===== src/rtl/disp_owner_arb.sv =====
// Display ownership arbiter: fixed-priority selection of one of four digit sources,
// with a minimum hold time and a one-cycle blank on every change of owner.
module disp_owner_arb #(
    parameter int HOLD_CYC = 50_000_000,
    parameter int CNT_W    = 26
) (
    input  logic        clk,
    input  logic        rst,
    input  logic [3:0]  i_req,
    input  logic [95:0] i_dig,
    output logic [23:0] o_dig,
    output logic [3:0]  o_grant,
    output logic        o_switch
);

    // state | meaning
    // IDLE  | no requester, display blanked
    // BLANK | one-cycle blank while the pending owner takes over
    // OWN   | owner's digits shown, hold counter running
    typedef enum logic [1:0] {
        S_IDLE  = 2'b00,
        S_BLANK = 2'b01,
        S_OWN   = 2'b10
    } state_t;

    localparam logic [23:0]      BLANK_DIG = 24'hFFFFFF;
    localparam logic [CNT_W-1:0] HOLD_INIT = CNT_W'(HOLD_CYC - 1);

    state_t           r_state, w_state_nx;
    logic [1:0]       r_owner, w_owner_nx;
    logic [3:0]       r_grant, w_grant_nx;
    logic [23:0]      r_dig, w_dig_nx;
    logic             r_switch, w_switch_nx;
    logic [CNT_W-1:0] r_hold_cnt, w_hold_nx;

    logic [1:0]       w_hi;
    logic [23:0]      w_src_dig;

    always_comb begin
        w_hi = 2'd0;
        if (i_req[3])      w_hi = 2'd3;
        else if (i_req[2]) w_hi = 2'd2;
        else if (i_req[1]) w_hi = 2'd1;
    end

    always_comb begin
        case (r_owner)
            2'd0:    w_src_dig = i_dig[23:0];
            2'd1:    w_src_dig = i_dig[47:24];
            2'd2:    w_src_dig = i_dig[71:48];
            default: w_src_dig = i_dig[95:72];
        endcase
    end

    always_comb begin
        w_state_nx  = r_state;
        w_owner_nx  = r_owner;
        w_grant_nx  = r_grant;
        w_dig_nx    = r_dig;
        w_switch_nx = 1'b0;
        w_hold_nx   = r_hold_cnt;
        case (r_state)
            S_IDLE: begin
                w_grant_nx = 4'b0000;
                w_dig_nx   = BLANK_DIG;
                if (i_req != 4'b0000) begin
                    w_state_nx  = S_BLANK;
                    w_owner_nx  = w_hi;
                    w_grant_nx  = 4'b0001 << w_hi;
                    w_switch_nx = 1'b1;
                end
            end
            S_BLANK: begin
                w_state_nx = S_OWN;
                w_dig_nx   = w_src_dig;
                w_hold_nx  = HOLD_INIT;
            end
            S_OWN: begin
                w_dig_nx  = w_src_dig;
                w_hold_nx = (r_hold_cnt == '0) ? '0 : r_hold_cnt - 1'b1;
                if (i_req == 4'b0000) begin
                    w_state_nx = S_IDLE;
                    w_dig_nx   = BLANK_DIG;
                    w_grant_nx = 4'b0000;
                end else if (!i_req[r_owner] ||
                             (w_hi == 2'd3 && r_owner != 2'd3) ||
                             (w_hi > r_owner && r_hold_cnt == '0)) begin
                    // owner dropped, ring preemption, or expired hold: hi always wins
                    w_state_nx  = S_BLANK;
                    w_owner_nx  = w_hi;
                    w_grant_nx  = 4'b0001 << w_hi;
                    w_switch_nx = 1'b1;
                    w_dig_nx    = BLANK_DIG;
                end
            end
            default: begin
                w_state_nx = S_IDLE;
                w_owner_nx = 2'd0;
                w_grant_nx = 4'b0000;
                w_dig_nx   = BLANK_DIG;
                w_hold_nx  = '0;
            end
        endcase
    end

    always_ff @(posedge clk) begin
        if (rst) begin
            r_state    <= S_IDLE;
            r_owner    <= 2'd0;
            r_grant    <= 4'b0000;
            r_dig      <= BLANK_DIG;
            r_switch   <= 1'b0;
            r_hold_cnt <= '0;
        end else begin
            r_state    <= w_state_nx;
            r_owner    <= w_owner_nx;
            r_grant    <= w_grant_nx;
            r_dig      <= w_dig_nx;
            r_switch   <= w_switch_nx;
            r_hold_cnt <= w_hold_nx;
        end
    end

    assign o_dig    = r_dig;
    assign o_grant  = r_grant;
    assign o_switch = r_switch;

endmodule


===== config.mk =====
export PLATFORM = sky130hd
export DESIGN_NAME = disp_owner_arb
export DESIGN_NICKNAME = d
export VERILOG_FILES = /design/src/rtl/disp_owner_arb.sv
export SDC_FILE = /design/constraint.sdc
export NUM_CORES = 1
export LEC_CHECK = 0
export BUFFER_PORTS_ARGS = -buffer_cell sky130_fd_sc_hd__buf_2
export CAP_MARGIN = 20
export CORE_UTILIZATION = 39
export DETAILED_ROUTE_END_ITERATION = 8
export PLACE_DENSITY = 0.66
export SYNTH_ARGS = -nofsm -noshare
export SYNTH_HDL_FRONTEND = slang
export SYNTH_SLANG_ARGS = --single-unit

===== constraint.sdc =====
create_clock -name clk -period 3.8 [get_ports clk]
set_input_delay 0.19 -clock clk [delete_from_list [all_inputs] [get_ports clk]]
set_output_delay 0.19 -clock clk [all_outputs]
set_load 0.1 [all_outputs]

==> run_results.csv, run 1 <==
group,metric,value,unit
clocking,cts-root-buf,"clkbuf_8",
placement,place_ws,1.167,ns
layout,mostFrequentLayoutCell,"buf_2",
floorplan,core,8721,um2
critical_path,crit_fanout,31,
floorplan,fp-row-count,34,
sta,fin_crit,2.702,ns
routing,drt-met1-wl,4.518,mm
pwr,p_per_area,724.8,nW/um2
routing,routedWlPerCell,17.07,um
clocking,insertion_delay,0.34,ns
yosys,postSynthAreaPerCell,9.172,um2
layout,filler_cell_count,806,
placement,port_buffers,130,
yosys,synth-edff-count,0,
critical_path,setup.worst_path.end_class,"flip-flop",
sta,max_slew_margin,0.3558,
floorplan,die_w,97.03,um
global_routing,antenna_found_initial,0,
layout,final_cell_mix,"130 x buf_2, 58 x dfxtp_1, 53 x nand2_1",
yosys,synth_cell_type_count,60,
floorplan,initial_core_util,0.4039,
yosys,yosys.area.top_type,"dfxtp_1",
sta,slew_violations,0,
routing,wl,10.48,mm
critical_path,cp.required,4.07,ns
layout,layout-drive-gt1-share,0.3676,
yosys,synth_flop_cell,"dfxtp_1",
routing,top_layer,"met4",
critical_path,worstPathCellList,"inv_1 -> ha_1 -> nand2_1 -> nor2_1 -> a41oi_1 -> o21ai_0",
critical_path,critical-path-slowest-cell,"ha_1",
sta,finalClockSkew,0.008527,ns
global_routing,grt_pass1_vias,3422,
sta,tightest_slew,0.9664,ns
routing,ant_nets,0,
sta,setup_violations,0,
layout,syn2layout_area_growth,26.32,%
sta,rsz0062_at_grt,"false",
placement,dpl_cell_area,4222,um2
critical_path,cp_top_family,"simple AND/OR/NAND/NOR gates",
layout,design_area,4449,um2
yosys,ys_seq_area_frac,0.3353,
sta,hold_viol_final,0,
clocking,cts_tree,"yes",
min_path,hp-class,"in2reg",
placement,dp_hpwl,7.557,mm
clocking,cts_max_path_buffers,2,
sta,fin_crit_sh,0.7111,
placement,dp.cells,598,
routing,dr_wl_met2,5.026,mm
floorplan,io_pins,131,
critical_path,cp_slowest_stage_delay,0.79,ns
yosys,yosys.area.top_type_share,0.3353,
clocking,ctsHtreeMaxLevel,3,
routing,drc,0,
routing,via_per_inst,5.822,
clocking,cts_hold_repair.buffers,0,
sta,fin_setup_tns,0,ns
yosys,syn-num-nets,494,
clocking,postCtsSetupBuffers,0,
global_routing,grtUsageTotal,0.2247,
sta,fmax,370.1,MHz
yosys,synth.ff_latch_count,59,
clocking,cts.clk_slew.worst_paths,0.07,ns
placement,gp_congestion,0.8432,
layout,layout.nets,611,
critical_path,worst_setup_path_start_kind,"flip-flop",
yosys,ys_warn_count,0,
floorplan,die_y,97.03,um
routing,vias,3575,
flow_run,maxCapViolations,0,
clocking,clock_sinks,59,
routing,drt_iter0_markers,166,
yosys,syn_inst,384,
yosys,synth_area_leaders,"dfxtp_1 34%, mux4_2 15%, nand2_1 5.6%",
global_routing,grt_start_max_net_pins,38,
critical_path,critPathKind,"reg2reg",
clocking,cts_buffers,9,
global_routing,grt_pass1_wl,17.09,mm
global_routing,overflow,0,
floorplan,die_area,9415,um2
routing,met3_length,683,um
yosys,synthArstFlopShare,0,
run_status,outcome,"complete, no violations",
clocking,cts-resized-gates,0,
routing,drtPass1Iterations,4,
yosys,synth_area,3522,um2
layout,fin_cells,614,
pwr,p_leak,1.887,nW
sta,fin_ws,1.098,ns
critical_path,critPathBufInv,1,
critical_path,critPathArrivalTime,2.97,ns
layout,diodes,0,
pwr,ir_worst_vdd,0.3082,mV
-- sequential cells by signal, indices dropped and copies added, names as in the netlist --
name,flops
r_state,2
o_grant,4
r_hold_cnt,26
o_switch,1
o_dig,24
r_owner,2
-- synth_stat cells (2+ instances only) --
cell type / n
a21oi_1: 10
nor3_1: 12
buf_2: 7
clkbuf_1: 19
mux4_2: 24
nand2_1: 53
o311a_1: 2
a211o_1: 7
nor2b_1: 2
a211oi_1: 3
o211ai_1: 2
o31ai_1: 6
a21o_1: 2
a41oi_1: 2
inv_1: 16
nor4b_1: 2
nor2_1: 14
a221o_1: 2
ha_1: 8
dfxtp_1: 59
or4_1: 9
o22ai_1: 2
o311ai_0: 2
o31a_1: 3
nor4_1: 11
mux2i_1: 6
or3_1: 7
and4_1: 3
nand4_1: 4
and2_1: 2
nand3_1: 10
buf_1: 2
o21ai_0: 30
a31oi_1: 14
nor4b_2: 2
-- metrics by stage --
stage               utilization  total power [mW]  hold WS, ns
global placement         0.4841             2.540       0.4442
global route             0.5102             3.412       0.1527
floorplan                     -             2.244       0.3322
finish                   0.5102             3.225       0.1533
detailed placement       0.4841             2.567       0.4533
CTS                      0.5102             3.234       0.1433
-- final timing paths --
path	slack, ns	cells after the start	startpoint	end
hold / removal	0.15	3	i_req[0]	o_grant[0]
setup reg to reg	1.10	6	r_state[1]	r_hold_cnt[25]
hold reg to reg	0.46	2	o_grant[3]	o_grant[3]
setup / recovery	1.10	6	r_state[1]	r_hold_cnt[25]
-- tightest hold or removal path, stage by stage --
cell and delay [ns]:
buf_2 0.11, nand4b_1 0.08, mux2i_1 0.06
-- layer usage --
metal / vias to the layer above / track usage
li1: 1708 / -
met1: 1708 / 0.2864
met2: 138 / 0.3662
met3: 21 / 0.05058
met4: 0 / 0.09414
met5: - / 0
-- cell families (layout without fill, tap and decap cells) --
family | Yosys count | after routing | synth area share
multiplexers | 30 | 30 | 0.1705
AO/OA/AOI/OAI | 99 | 99 | 0.1893
flip-flops | 59 | 59 | 0.3353
XOR/XNOR | 1 | 1 | 0.002487
AND/OR/NAND/NOR | 142 | 142 | 0.2213
buffers and inverters | 45 | 167 | 0.05258
adder cells (fa/ha/maj) | 8 | 8 | 0.02842
-- power by group --
group          total (mW)  switching, mW  internal [mW]
Combinational        1.72           1.18          0.541
Clock               0.657          0.253          0.404
Sequential          0.845          0.112          0.733
-- layout make-up --
cell class | count | area [um2] | area share
Clock buffer | 12 | 155.1 | 0.03487
Clock inverter | 4 | 72.57 | 0.01631
Inverter | 16 | 60.06 | 0.01350
Multi-Input combinational cell | 280 | 2156 | 0.4845
Sequential cell | 59 | 1182 | 0.2657
Tap cell | 108 | 135.1 | 0.03037
Timing Repair Buffer | 135 | 688.2 | 0.1547
(Power assumes the default switching activity.)
==> run 2: changes to the inputs <==
==> constraint.sdc (replaced) <==
create_clock -name clk -period 2.6 [get_ports clk]
set_input_delay 0.13 -clock clk [delete_from_list [all_inputs] [get_ports clk]]
set_output_delay 0.13 -clock clk [all_outputs]
set_load 0.1 [all_outputs]
==> run 2 against run 1 <==
  * Die area did not move
  * Global-route usage is 0.77 points lower
  * Final cell count up 1.6%
  * Critical path depth increased by 2
  * Core utilization is 0.26 points higher
  * Sequential power is 41% higher
  * Non-clock buffer count is 11 higher
  * Flip-flop and latch count unchanged
  * Sequential share of layout area shrank 0.13 points
  * Total power up 40%
  * Critical endpoint is now r_hold_cnt[10]
  * Largest power group unchanged
==> run_results.csv, run 2 (same netlist as run 1, synthesis figures left out) <==
group,metric,value,unit
sta,fmax,408.2,MHz
critical_path,critPathArrivalTime,2.71,ns
floorplan,die_w,97.03,um
critical_path,reg2reg_slack,0.15,ns
critical_path,cp-startpoint,"r_hold_cnt[0]",
global_routing,overflow,0,
critical_path,crit_fanout,6,
clocking,cts.clk_slew.worst_paths,0.07,ns
routing,drc,0,
critical_path,critical-path-slowest-cell,"a211oi_1",
placement,port_buffers,130,
placement,dp_hpwl,7.466,mm
routing,wl,10.23,mm
sta,slew_violations,0,
critical_path,worstSetupEndpoint,"r_hold_cnt[10]",
critical_path,cp_slowest_stage_delay,0.74,ns
clocking,cts-resized-gates,0,
critical_path,worstPathCellList,"inv_1 -> ha_1 -> nor4b_1 -> and4_1 -> a211oi_1 -> buf_4 -> a32oi_1 -> a21oi_1",
floorplan,fp-row-count,34,
routing,drtPass1Iterations,5,
flow_run,maxCapViolations,0,
routing,drt_iter0_markers,179,
critical_path,timing.rr.end,"r_hold_cnt[10]",
layout,largest_register_ffs,26,
layout,diodes,0,
routing,ant_nets,0,
pwr,p_per_area,1006,nW/um2
floorplan,initial_core_util,0.4039,
sta,tightest_slew,0.8864,ns
global_routing,grt_pass1_vias,3387,
layout,layout-drive-gt1-share,0.3818,
floorplan,die_area,9415,um2
layout,final_cell_mix,"130 x buf_2, 58 x dfxtp_1, 53 x nand2_1",
pwr,p_leak,1.913,nW
clocking,cts-root-buf,"clkbuf_8",
clocking,ctsHtreeMaxLevel,3,
clocking,cts_hold_repair.buffers,0,
clocking,insertion_delay,0.34,ns
clocking,clock_sinks,59,
placement,place_ws,0.2854,ns
critical_path,critPathKind,"reg2reg",
global_routing,grt_pass1_wl,16.66,mm
sta,fin_setup_tns,0,ns
layout,syn2layout_area_growth,26.96,%
sta,fin_crit,2.450,ns
global_routing,grtUsageTotal,0.2170,
sta,rsz0062_at_grt,"false",
floorplan,die_y,97.03,um
clocking,cts_buffers,9,
critical_path,worst_setup_path_start_kind,"flip-flop",
layout,top_register,"r_hold_cnt",
placement,dpl_cell_area,4304,um2
min_path,hp-class,"in2reg",
floorplan,io_pins,131,
sta,finalClockSkew,0.005519,ns
sta,fin_crit_sh,0.9423,
clocking,cts_max_path_buffers,2,
critical_path,cp.required,2.86,ns
critical_path,setup.worst_path.end_class,"flip-flop",
layout,filler_cell_count,801,
floorplan,core,8721,um2
clocking,postCtsSetupBuffers,0,
pwr,ir_worst_vdd,0.5682,mV
critical_path,timing.rr.start,"r_hold_cnt[0]",
routing,vias,3639,
layout,layout.nets,622,
placement,gp_congestion,0.8739,
global_routing,antenna_found_initial,0,
sta,max_slew_margin,0.4069,
critical_path,reg2reg_depth,8,
run_status,outcome,"complete, no violations",
sta,hold_viol_final,0,
sta,fin_ws,0.1500,ns
layout,design_area,4472,um2
routing,via_per_inst,5.832,
global_routing,grt_start_max_net_pins,31,
layout,mostFrequentLayoutCell,"buf_2",
clocking,cts_tree,"yes",
routing,routedWlPerCell,16.40,um
sta,setup_violations,0,
-- run 2: worst min path at each step --
stage                   from         end  slack, ns  cells past startpoint
finish              i_req[0]  o_grant[0]        0.1                      3
detailed placement  i_req[1]  o_grant[1]       0.45                      3
global placement    i_req[3]  o_grant[3]       0.44                      3
CTS                 i_req[1]  o_grant[1]       0.09                      3
global route        i_req[0]  o_grant[0]       0.09                      3
floorplan           i_req[3]  o_grant[3]       0.27                      2
-- run 2: metal layers --
layer	part of all wire	track usage
met5	0	0
met4	0.023	0.08381
met3	0.079	0.05058
met2	0.48	0.3499
met1	0.42	0.2813
-- run 2: critical path, delay by kind of cell, from the launching register on --
family	cells	cell delay, ns
AOI/OAI and AO/OA	3	1.03
adders and majority gates	1	0.19
buffers and inverters	2	0.36
DFF	1	0.36
and+or+nand+nor	2	0.42
-- run 2: cell type report --
cell class | instances | area, um2 | area share
Multi-Input combinational cell | 280 | 2156 | 0.4821
Sequential cell | 59 | 1182 | 0.2644
Timing Repair Buffer | 146 | 770.7 | 0.1724
Clock buffer | 10 | 137.6 | 0.03078
Tap cell | 108 | 135.1 | 0.03022
Inverter | 16 | 60.06 | 0.01343
Clock inverter | 5 | 30.03 | 0.006715
-- run 2: where the power goes --
group	internal, mW	switching (mW)	total [mW]
registers	1.07	0.117	1.19
logic	0.829	1.76	2.59
clock network	0.360	0.359	0.720
-- run 2: stage by stage --
step,total power [mW],hold WS [ns],utilization,std cells
5_1_grt,4.760,0.09455,0.5128,624
3_3_place_gp,3.758,0.4438,0.4935,609
3_5_place_dp,3.784,0.4505,0.4935,609
6_report,4.499,0.09811,0.5128,624
4_1_cts,4.510,0.08885,0.5128,624
2_1_floorplan,3.280,0.2722,-,384
